===== src/rtl/rtype_program_loader.sv =====
// Encodes add/sub/and/or commands into RV32I R-type words and writes them sequentially to instruction memory.
// Latency: a beat accepted at edge N appears on mem_we/mem_addr/mem_wdata in the following cycle.
// Backpressure: in_ready is registered, high only while loading with capacity left; beats without in_ready are held off.
module rtype_program_loader #(
    parameter int DEPTH    = 64,
    parameter int BASE_IDX = 0
) (
    input  logic                       clk,
    input  logic                       reset_n,
    input  logic                       start,
    input  logic                       in_valid,
    output logic                       in_ready,
    input  logic [1:0]                 in_op,
    input  logic [4:0]                 in_rd,
    input  logic [4:0]                 in_rs1,
    input  logic [4:0]                 in_rs2,
    input  logic                       in_last,
    output logic                       mem_we,
    output logic [$clog2(DEPTH)-1:0]   mem_addr,
    output logic [31:0]                mem_wdata,
    output logic [$clog2(DEPTH+1)-1:0] count,
    output logic                       done,
    output logic                       overflow
);
    localparam int AW = $clog2(DEPTH);
    // Index and count need one extra state so "next index equals DEPTH" is representable.
    localparam int IW = $clog2(DEPTH + 1);
    localparam logic [IW-1:0] DEPTH_W    = IW'(DEPTH);
    localparam logic [IW-1:0] LAST_IDX_W = IW'(DEPTH - 1);
    localparam logic [IW-1:0] BASE_W     = IW'(BASE_IDX);
    localparam logic [6:0]    OPC_RTYPE  = 7'b0110011;

    typedef enum logic [1:0] {
        IDLE = 2'd0,
        LOAD = 2'd1,
        DONE = 2'd2
    } state_t;

    state_t          state_q, state_d;
    logic [IW-1:0]   idx_q, idx_d;
    logic [IW-1:0]   cnt_q, cnt_d;
    logic            ovf_q, ovf_d;
    logic            rdy_q, rdy_d;
    logic            we_q, we_d;
    logic [AW-1:0]   addr_q, addr_d;
    logic [31:0]     wdata_q, wdata_d;
    logic [31:0]     enc;
    logic [6:0]      funct7;
    logic [2:0]      funct3;

    // Instruction encoding; op code matches the decoder's aluControl.
    always_comb begin
        funct7 = 7'b0000000;
        funct3 = 3'b000;
        case (in_op)
            2'b00:   begin funct7 = 7'b0000000; funct3 = 3'b000; end
            2'b01:   begin funct7 = 7'b0100000; funct3 = 3'b000; end
            2'b10:   begin funct7 = 7'b0000000; funct3 = 3'b111; end
            default: begin funct7 = 7'b0000000; funct3 = 3'b110; end
        endcase
        enc = {funct7, in_rs2, in_rs1, funct3, in_rd, OPC_RTYPE};
    end

    // Session FSM: next state, write port and ready computation.
    always_comb begin
        state_d = state_q;
        idx_d   = idx_q;
        cnt_d   = cnt_q;
        ovf_d   = ovf_q;
        we_d    = 1'b0;
        addr_d  = addr_q;
        wdata_d = wdata_q;
        case (state_q)
            IDLE: begin
                if (start) begin
                    state_d = LOAD;
                    idx_d   = BASE_W;
                    cnt_d   = '0;
                    ovf_d   = 1'b0;
                end
            end
            LOAD: begin
                if (in_valid && rdy_q) begin
                    we_d    = 1'b1;
                    addr_d  = idx_q[AW-1:0];
                    wdata_d = enc;
                    idx_d   = idx_q + IW'(1);
                    cnt_d   = cnt_q + IW'(1);
                    if (in_last) begin
                        state_d = DONE;
                    end else if (idx_q == LAST_IDX_W) begin
                        // Memory full without a terminating beat.
                        state_d = DONE;
                        ovf_d   = 1'b1;
                    end
                end
            end
            DONE:    state_d = IDLE;
            default: state_d = IDLE;
        endcase
        // Ready is registered from next state so it never depends on in_valid combinationally.
        rdy_d = (state_d == LOAD) && (idx_d != DEPTH_W);
    end

    // State and output registers; reset drops any pending write immediately.
    always_ff @(posedge clk or negedge reset_n) begin
        if (!reset_n) begin
            state_q <= IDLE;
            idx_q   <= '0;
            cnt_q   <= '0;
            ovf_q   <= 1'b0;
            rdy_q   <= 1'b0;
            we_q    <= 1'b0;
            addr_q  <= '0;
            wdata_q <= '0;
        end else begin
            state_q <= state_d;
            idx_q   <= idx_d;
            cnt_q   <= cnt_d;
            ovf_q   <= ovf_d;
            rdy_q   <= rdy_d;
            we_q    <= we_d;
            addr_q  <= addr_d;
            wdata_q <= wdata_d;
        end
    end

    assign in_ready  = rdy_q;
    assign mem_we    = we_q;
    assign mem_addr  = addr_q;
    assign mem_wdata = wdata_q;
    assign count     = cnt_q;
    assign overflow  = ovf_q;
    // The DONE cycle is exactly the cycle carrying the final write.
    assign done      = (state_q == DONE);

endmodule


===== config.mk =====
export PLATFORM = sky130hd
export DESIGN_NAME = rtype_program_loader
export DESIGN_NICKNAME = d
export VERILOG_FILES = /design/src/rtl/rtype_program_loader.sv
export SDC_FILE = /design/constraint.sdc
export NUM_CORES = 1
export LEC_CHECK = 0
export CORE_ASPECT_RATIO = 1.25
export CORE_MARGIN = 1
export CORE_UTILIZATION = 40
export DETAILED_ROUTE_END_ITERATION = 6
export GPL_TIMING_DRIVEN = 0
export PLACE_DENSITY = 0.77
export SYNTH_ARGS = -nofsm -noshare
export SYNTH_HDL_FRONTEND = slang
export SYNTH_SLANG_ARGS = --single-unit

===== constraint.sdc =====
create_clock -name clk -period 1.7 [get_ports clk]
set_input_delay 0.425 -clock clk [delete_from_list [all_inputs] [get_ports clk]]
set_output_delay 0.425 -clock clk [all_outputs]
set_load 0.01 [all_outputs]

**Word-level counts from Yosys, hierarchy flattened**

Index checks and enable logic that the tools add are counted.

- Output and inout port bits: 49
- Memories: 0
- Bits in latches: 0
- Register bits: 54
- Memory bits (writable): 0
- ROM bits: 0

- Shift-type cells: 0
- Multiplexer cells: 20
- Multipliers: 0
- Bitwise logic cells: 0
- Equal/unequal tests: 11
- $lt $le $gt $ge: 0
- Div/mod/pow operators: 0
- Reduce and logical (&&, ||, !) cells: 9
- $add $sub $neg: 2

Operator list:

| operator | number |
|---|---|
| 7-bit two-way mux | 4 |
| 7-bit case mux with 2 select lines | 2 |
| 7-bit by 1-bit adder with 7-bit output, second input constant | 2 |
| 2-bit two-way mux | 4 |
| 2-bit inequality test, second input constant | 4 |
| 7-bit by 6-bit == test with 1-bit output, second input constant | 1 |
| 7-bit inequality test, second input constant | 1 |
| 2-bit by 1-bit == test with 1-bit output, second input constant | 3 |
| 1-bit two-way mux | 6 |
| 6-bit two-way mux | 1 |
| 3-bit case mux with 2 select lines | 1 |
| 5-bit AND reduction | 1 |
| 2-bit == test, second input constant | 2 |
| 2-bit zero test | 2 |
| 2-bit case mux with 2 select lines | 1 |
| 3-bit AND reduction | 1 |
| 1-bit logical AND | 2 |
| 1-bit case mux with 2 select lines | 1 |
| 2-bit AND reduction | 1 |
| 2-bit nonzero test | 1 |
| 2-bit OR reduction | 1 |

**Logic depth before layout (Yosys ltp)**

Gate-level depths: netlist (run 1).

- Depth in word-level cells: 7
- Gate-level depth with buffers: 8
- Gate-level depth less buffers: 7

**Worst setup path after synthesis (run 1)**

Ideal clock, no wire load.

- Path type: reg2reg
- From: register state_q[1]
- To: register rdy_q, in the netlist in_ready
- Library setup time: 0.143 ns
- Data arrival time: 1.541 ns
- Setup slack: 0.016 ns
- Cell stages (with the launch flop): 8
- Clock period less this slack: 1.684 ns
- Cells stage by stage: dfrtp_1 -> and2b_4 -> nand3_4 -> clkinv_2 -> nand2_2 -> or3_1 -> mux2i_2 -> a41oi_1

- Elaborated cells on any way between the ends: 11
- Those cells by class: eq/ne (3); mux (6); reduce/logical (2)

RTL lines:

| what | line | text |
|---|---|---|
| from (decl) | 39 | `state_t state_q, state_d;` |
| from (signal assigned) | 117 | `state_q <= state_d;` |
| 2-bit by 1-bit == test with 1-bit output / 2-bit zero test (equally long branches) | 73 | `case (state_q)` |
| 7-bit case mux with 2 select lines (*) | 73 |  |
| named net idx_d[6] | 40 | `logic [IW-1:0] idx_q, idx_d;` |
| 7-bit inequality test (*) | 102 | `rdy_d = (state_d == LOAD) && (idx_d != DEPTH_W);` |
| 1-bit logical AND (*) | 102 |  |
| named net rdy_d | 43 | `logic rdy_q, rdy_d;` |
| to (signal assigned) | 121 | `rdy_q <= rdy_d;` |
| to (decl) | 43 |  |

The timed path passes the listed nets; every way through them passes the cells marked *.
A chain may end at the register's enable or synchronous reset.

**Worst setup path in the final report (run 1)**

Ends and elaborated chain as after synthesis.

==> reports/results.txt, run 1 <==
placed insts: 343
placeable core area: 4760 µm²
Leakage: 1.48 nW
critical path arrival: 1890 ps
CTS tree: built
hold buffers post-CTS: 0
worst-skew pair later-pin latency: 300 ps
synthesis-to-finish area growth: 47.4%
largest family of logic cells by synthesized area: simple AND/OR/NAND/NOR gates
ant diodes: 0
Power Dens Cells: 1310 nW/µm²
worst slack, placed: -520 ps
most common cell after layout, fill and taps aside: nand2_1
Final Cell Area: 2930 µm²
reg2reg start: state_q[1]
DRT Wirelength: 4300 µm
Die X-Extent: 65.1 µm
top cells by area, synth: dfrtp_1, nand2_1, buf_4
reg-to-reg endpoint: in_ready
Nets: 325
xor and xnor area share after synthesis: 0.0220
Distinct cells, synth: 38
Die Ht: 80.8 µm
VDD IR max: 0.000765 V
post-synth top area share: 0.553
RSZ-0062 raised after global routing: yes
Comb power frac: 0.427
DR vias: 1668
First-pass DRT Iterations: 4
Ys Warns: 0
gr ovfl total: 0
non-filler cells, final: 362
register area share after synthesis: 0.553
Final GP Congestion: 0.805
initial antenna violation count: 0
status: complete, but fails checks
Syn Area/Cell: 9.34 µm²
routed vias/inst: 4.61
layout cells sized above 1: 0.169
synthesized flop and latch total: 44
clock buffers created by TritonCTS: 5
dpl hpwl: 3050 µm
sequential share of power: 0.400
Routed Antenna Nets: 0
max cap viols: 0
Synth area leader: dfrtp_1
CTS Buffer Depth: 2
Async S/R FF share, synth: 1.00
vias in the first global route: 1623
GRT Overall Usage: 0.180
hold_ws: 54.8 ps
Sinks on Clock Net: 44
FF-to-FF path depth: 7
crit path time final: 1730 ps
num ports: 71
most frequent cells in the layout: nand2_1, clkdlybuf4s50_1, dfrtp_1
# rows: 28
crit end category: flip-flop
clock network power share: 0.174
DP Area: 2720 µm²
Initial Util: 0.418
Worst Slack Setup Final: -25.5 ps
Root Driver: clkbuf_8
type of the worst setup path: reg -> reg
largest net degree at the start of global routing: 28
Worst Path Required: 1870 ps
final worst-path cycle share: 1.02
IO Port Bufs: 61
net switching fraction of the power: 0.344
DR DRC count: 0
Switching Power: 1.32 mW
Die Area: 5260 µm²
r2r setup slk: -30 ps
Worst-path clk slew: 90 ps
Setup Viol. Count Final: 1
adder-cell share of the synthesized area: 0.0126
first-pass GRT wire length: 7190 µm
critical path fanouts, max: 4
post-synthesis simple-gate area fraction: 0.252
violated checks: negative setup slack
post-synth design cell area: 1990 µm²
Main synth FF type: dfrtp_1
Synth Area in Compound Gates: 0.0673
Synth Instances: 213
mux share of post-synthesis cell area: 0.0119
Clock H-tree levels: 2
worst hold path type: in -> async
fmax: 580 MHz
Hold Fails Final Rpt: 0
Cell Int Power: 2.53 mW
Post-synth EDFFs: 0
drt initial violations: 43
clock skew: 12.2 ps
max-slew violations: 0
CP startpoint kind: flip-flop
Avg WL per Cell: 11.9 µm
## per-stage QoR
stage                     utilization  setup TNS (ps)  power (mW)
after floorplan                     -               0        2.31
after global placement          0.568          -54780        3.08
after detailed placement        0.571          -13010        3.12
after global routing            0.616            -100        4.13
after CTS                       0.600            -139        3.83
final                           0.616           -25.5        3.85
## routing by layer
layer	track usage	wire length, µm	vias to the layer above
met3	0.0548	254	7
met5	0	0	-
met2	0.298	2130	44
li1	-	-	843
met4	0.0783	65	0
met1	0.215	1850	774
## layout make-up
class | count | area [µm²]
Fill cell | 421 | 1830
Sequential cell | 44 | 1100
Multi-Input combinational cell | 150 | 781
Timing Repair Buffer | 73 | 716
Buffer | 20 | 135
Clock buffer | 6 | 82.6
Tap cell | 60 | 75.1
Inverter | 7 | 31.3
Clock inverter | 2 | 10.0
## registers in the layout (all words and copies together) (netlist names)
register	flops
state_q	2
overflow	1
in_ready	1
mem_wdata	19
idx_q	7
count	7
mem_addr	6
mem_we	1
## power groups by stage
stage / combinational (mW) / sequential, mW / clock, mW
finish: 1.64 / 1.54 / 0.669
global route: 1.82 / 1.58 / 0.737
CTS: 1.59 / 1.54 / 0.694
detailed placement: 1.55 / 1.57 / 0
global placement: 1.51 / 1.56 / 0
floorplan: 0.644 / 1.67 / 0
## synthesized netlist by cell type (2+ instances only)
cell type and count:
a21oi_1 3, nand2b_1 2, nand3_1 3, dfrtp_1 44
buf_2 2, a22oi_1 2, inv_1 6, nand3b_1 2
ha_1 2, clkbuf_1 4, xor2_1 5, o21ai_0 9
buf_4 14, nand4_1 5, or2_2 2, nand2_1 76
nor2_1 11
## cell families (layout without fill, tap and decap cells)
family          Yosys count  in the layout
simple gates            111            111
flops                    44             44
compound gates           21             21
xor+xnor                  5              5
other cells               1              9
mux                       2              2
buf+inv                  27            108
fa+ha+maj                 2              2
## repair_timing
action                                  in CTS  in global routing
buffers inserted                             5                  6
pin swaps                                    1                  1
gates resized for setup                     11                 10
endpoints found under the setup margin      36                 33
## worst max-delay path, cell delays in order, from the launching register on
cell and delay (ps):
dfrtp_2 420, and2b_4 280, nand3_4 90, clkinv_4 80, nand2_2 70, or3_4 340, mux2i_2 190, a41oi_1 140
## how the worst max path moves through the flow
| stage | from | to | cells past startpoint | slack [ps] |
|---|---|---|---|---|
| 3_3_place_gp | reset_n | mem_wdata[24] | 1 | -960 |
| 5_1_grt | state_q[1] | in_ready | 7 | -100 |
| 2_1_floorplan | state_q[1] | in_ready | 7 | 20 |
| 6_report | state_q[1] | in_ready | 7 | -30 |
| 3_5_place_dp | start | in_ready | 6 | -520 |
| 4_1_cts | state_q[1] | in_ready | 7 | -90 |
No activity file was read; power rests on OpenSTA's default activity.
==> run 2, diff against run 1 <==
--- a/config.mk
+++ b/config.mk
@@ -7,10 +7,10 @@
 export LEC_CHECK = 0
 export CORE_ASPECT_RATIO = 1.25
 export CORE_MARGIN = 1
-export CORE_UTILIZATION = 40
+export CORE_UTILIZATION = 48
 export DETAILED_ROUTE_END_ITERATION = 6
 export GPL_TIMING_DRIVEN = 0
-export PLACE_DENSITY = 0.77
+export PLACE_DENSITY = 0.87
 export SYNTH_ARGS = -nofsm -noshare
 export SYNTH_HDL_FRONTEND = slang
 export SYNTH_SLANG_ARGS = --single-unit
==> constraint.sdc (replaced) <==
create_clock -name clk -period 2.1 [get_ports clk]
set_input_delay 0.525 -clock clk [delete_from_list [all_inputs] [get_ports clk]]
set_output_delay 0.525 -clock clk [all_outputs]
set_load 0.01 [all_outputs]
==> reports/results.txt, run 2 (same netlist as run 1, synthesis figures left out) <==
status: finished, final reports clean
clock buffers created by TritonCTS: 5
Root Driver: clkbuf_8
RSZ-0062 raised after global routing: no
Switching Power: 1.08 mW
Sinks on Clock Net: 44
clock skew: 5.39 ps
Avg WL per Cell: 13.1 µm
worst hold path type: in -> async
crit-path cells: nor2b_1 > clkdlybuf4s50_1
largest net degree at the start of global routing: 33
Comb power frac: 0.391
dpl hpwl: 3250 µm
total power: 3.24 mW
final worst-path cycle share: 0.948
# rows: 25
CTS tree: built
Hold Fails Final Rpt: 0
IO Port Bufs: 61
Worst Max-Slew Pin Slew: 531 ps
Initial Util: 0.513
fmax: 502 MHz
type of the worst setup path: reg -> out
Routed Antenna Nets: 0
setup bufs post-CTS: 0
DRT Wirelength: 4530 µm
slowest CP cell: clkdlybuf4s50_1
ant diodes: 0
Power Dens Cells: 1140 nW/µm²
max reg flops: 19
routed vias/inst: 4.86
Clock H-tree levels: 2
placed insts: 337
Layout fillers: 281
CTS Buffer Depth: 2
M1 GR Usage: 0.273
hold buffers post-CTS: 0
most frequent cells in the layout: nand2_1, clkdlybuf4s50_1, dfrtp_1
crit path time final: 1990 ps
Leakage: 1.37 nW
gr ovfl total: 0
Die Area: 4410 µm²
Cell Int Power: 2.16 mW
met3 GRT Util: 0.0661
Die X-Extent: 59.6 µm
DR DRC count: 0
Top Usage Layer GRT: met2
r2r setup slk: 230 ps
First-pass DRT Iterations: 4
VDD IR max: 0.000773 V
FF-to-FF path depth: 7
worst slack, placed: -235 ps
drt initial violations: 36
critical path arrival: 1470 ps
synthesis-to-finish area growth: 43.1%
DR vias: 1678
Slew headroom: 0.641
non-filler cells, final: 345
vias in the first global route: 1576
placeable core area: 3880 µm²
Worst Slack Setup Final: 110 ps
M2 GR Usage: 0.387
Worst Path Required: 1570 ps
critical path fanouts, max: 7
crit end category: primary output
most common cell after layout, fill and taps aside: nand2_1
Final GP Congestion: 0.782
num ports: 71
Worst-path clk slew: 80 ps
DP Area: 2710 µm²
Final Cell Area: 2850 µm²
layout cells sized above 1: 0.124
max-slew violations: 0
first-pass GRT wire length: 7260 µm
Die Ht: 74.0 µm
max cap viols: 0
net switching fraction of the power: 0.333
CP peak stage delay: 530 ps
CP startpoint kind: flip-flop
Setup Viol. Count Final: 0
clock network power share: 0.218
sequential share of power: 0.391
worst-skew pair later-pin latency: 300 ps
Nets: 314
initial antenna violation count: 0
final core occ: 0.734
GRT Overall Usage: 0.229
==> run 2: path summary, 6_finish.rpt <==
kind / start / to
max: state_q[1] / done
min: reset_n / state_q[1]
max reg2reg: state_q[1] / in_ready
min reg2reg: mem_wdata[30] / mem_wdata[30]
max in group asynchronous: reset_n / mem_wdata[12]
min in group clk: mem_wdata[30] / mem_wdata[30]
==> run 2: layout make-up <==
class / count / area (µm²) / share of cell area
sequential: 44 / 1100 / 0.387
multi-input combinational: 150 / 767 / 0.269
timing repair buffer: 62 / 626 / 0.220
buffer: 20 / 131 / 0.0462
clock buffer: 7 / 96.3 / 0.0338
tap: 54 / 67.6 / 0.0237
clock inverter: 1 / 30.0 / 0.0105
inverter: 7 / 27.5 / 0.00967
==> run 2: routing by layer <==
metal	routed length [µm]	part of all wire	vias up
met5	0	0	-
met4	65	0.014	0
met3	246	0.054	5
met2	2460	0.54	41
met1	1760	0.39	812
li1	-	-	820
==> run 2: what timing repair did <==
action,CTS,global route
resized for setup,0,3
setup endpoints to repair,0,3
endpoints found under the hold margin,0,0
==> run 2: metrics by stage <==
| stage | hold slack [ps] | TNS, ps |
|---|---|---|
| after floorplan | 229 | 0 |
| after global placement | 449 | -28840 |
| after detailed placement | 435 | -2250 |
| after CTS | 108 | 0 |
| after global routing | 113 | 0 |
| final | 104 | 0 |
==> run 2: worst max-delay path, delay by kind of cell, from the launching register on <==
family	cells	cell delay, ps
buffers and inverters	1	530
DFF	1	470
and+or+nand+nor	1	160
==> run 2: power groups by stage <==
stage	combinational (mW)	sequential, mW	clock, mW
detailed placement	1.26	1.27	0
global route	1.41	1.29	0.750
CTS	1.27	1.26	0.711
floorplan	0.521	1.35	0
global placement	1.22	1.26	0
finish	1.27	1.27	0.706
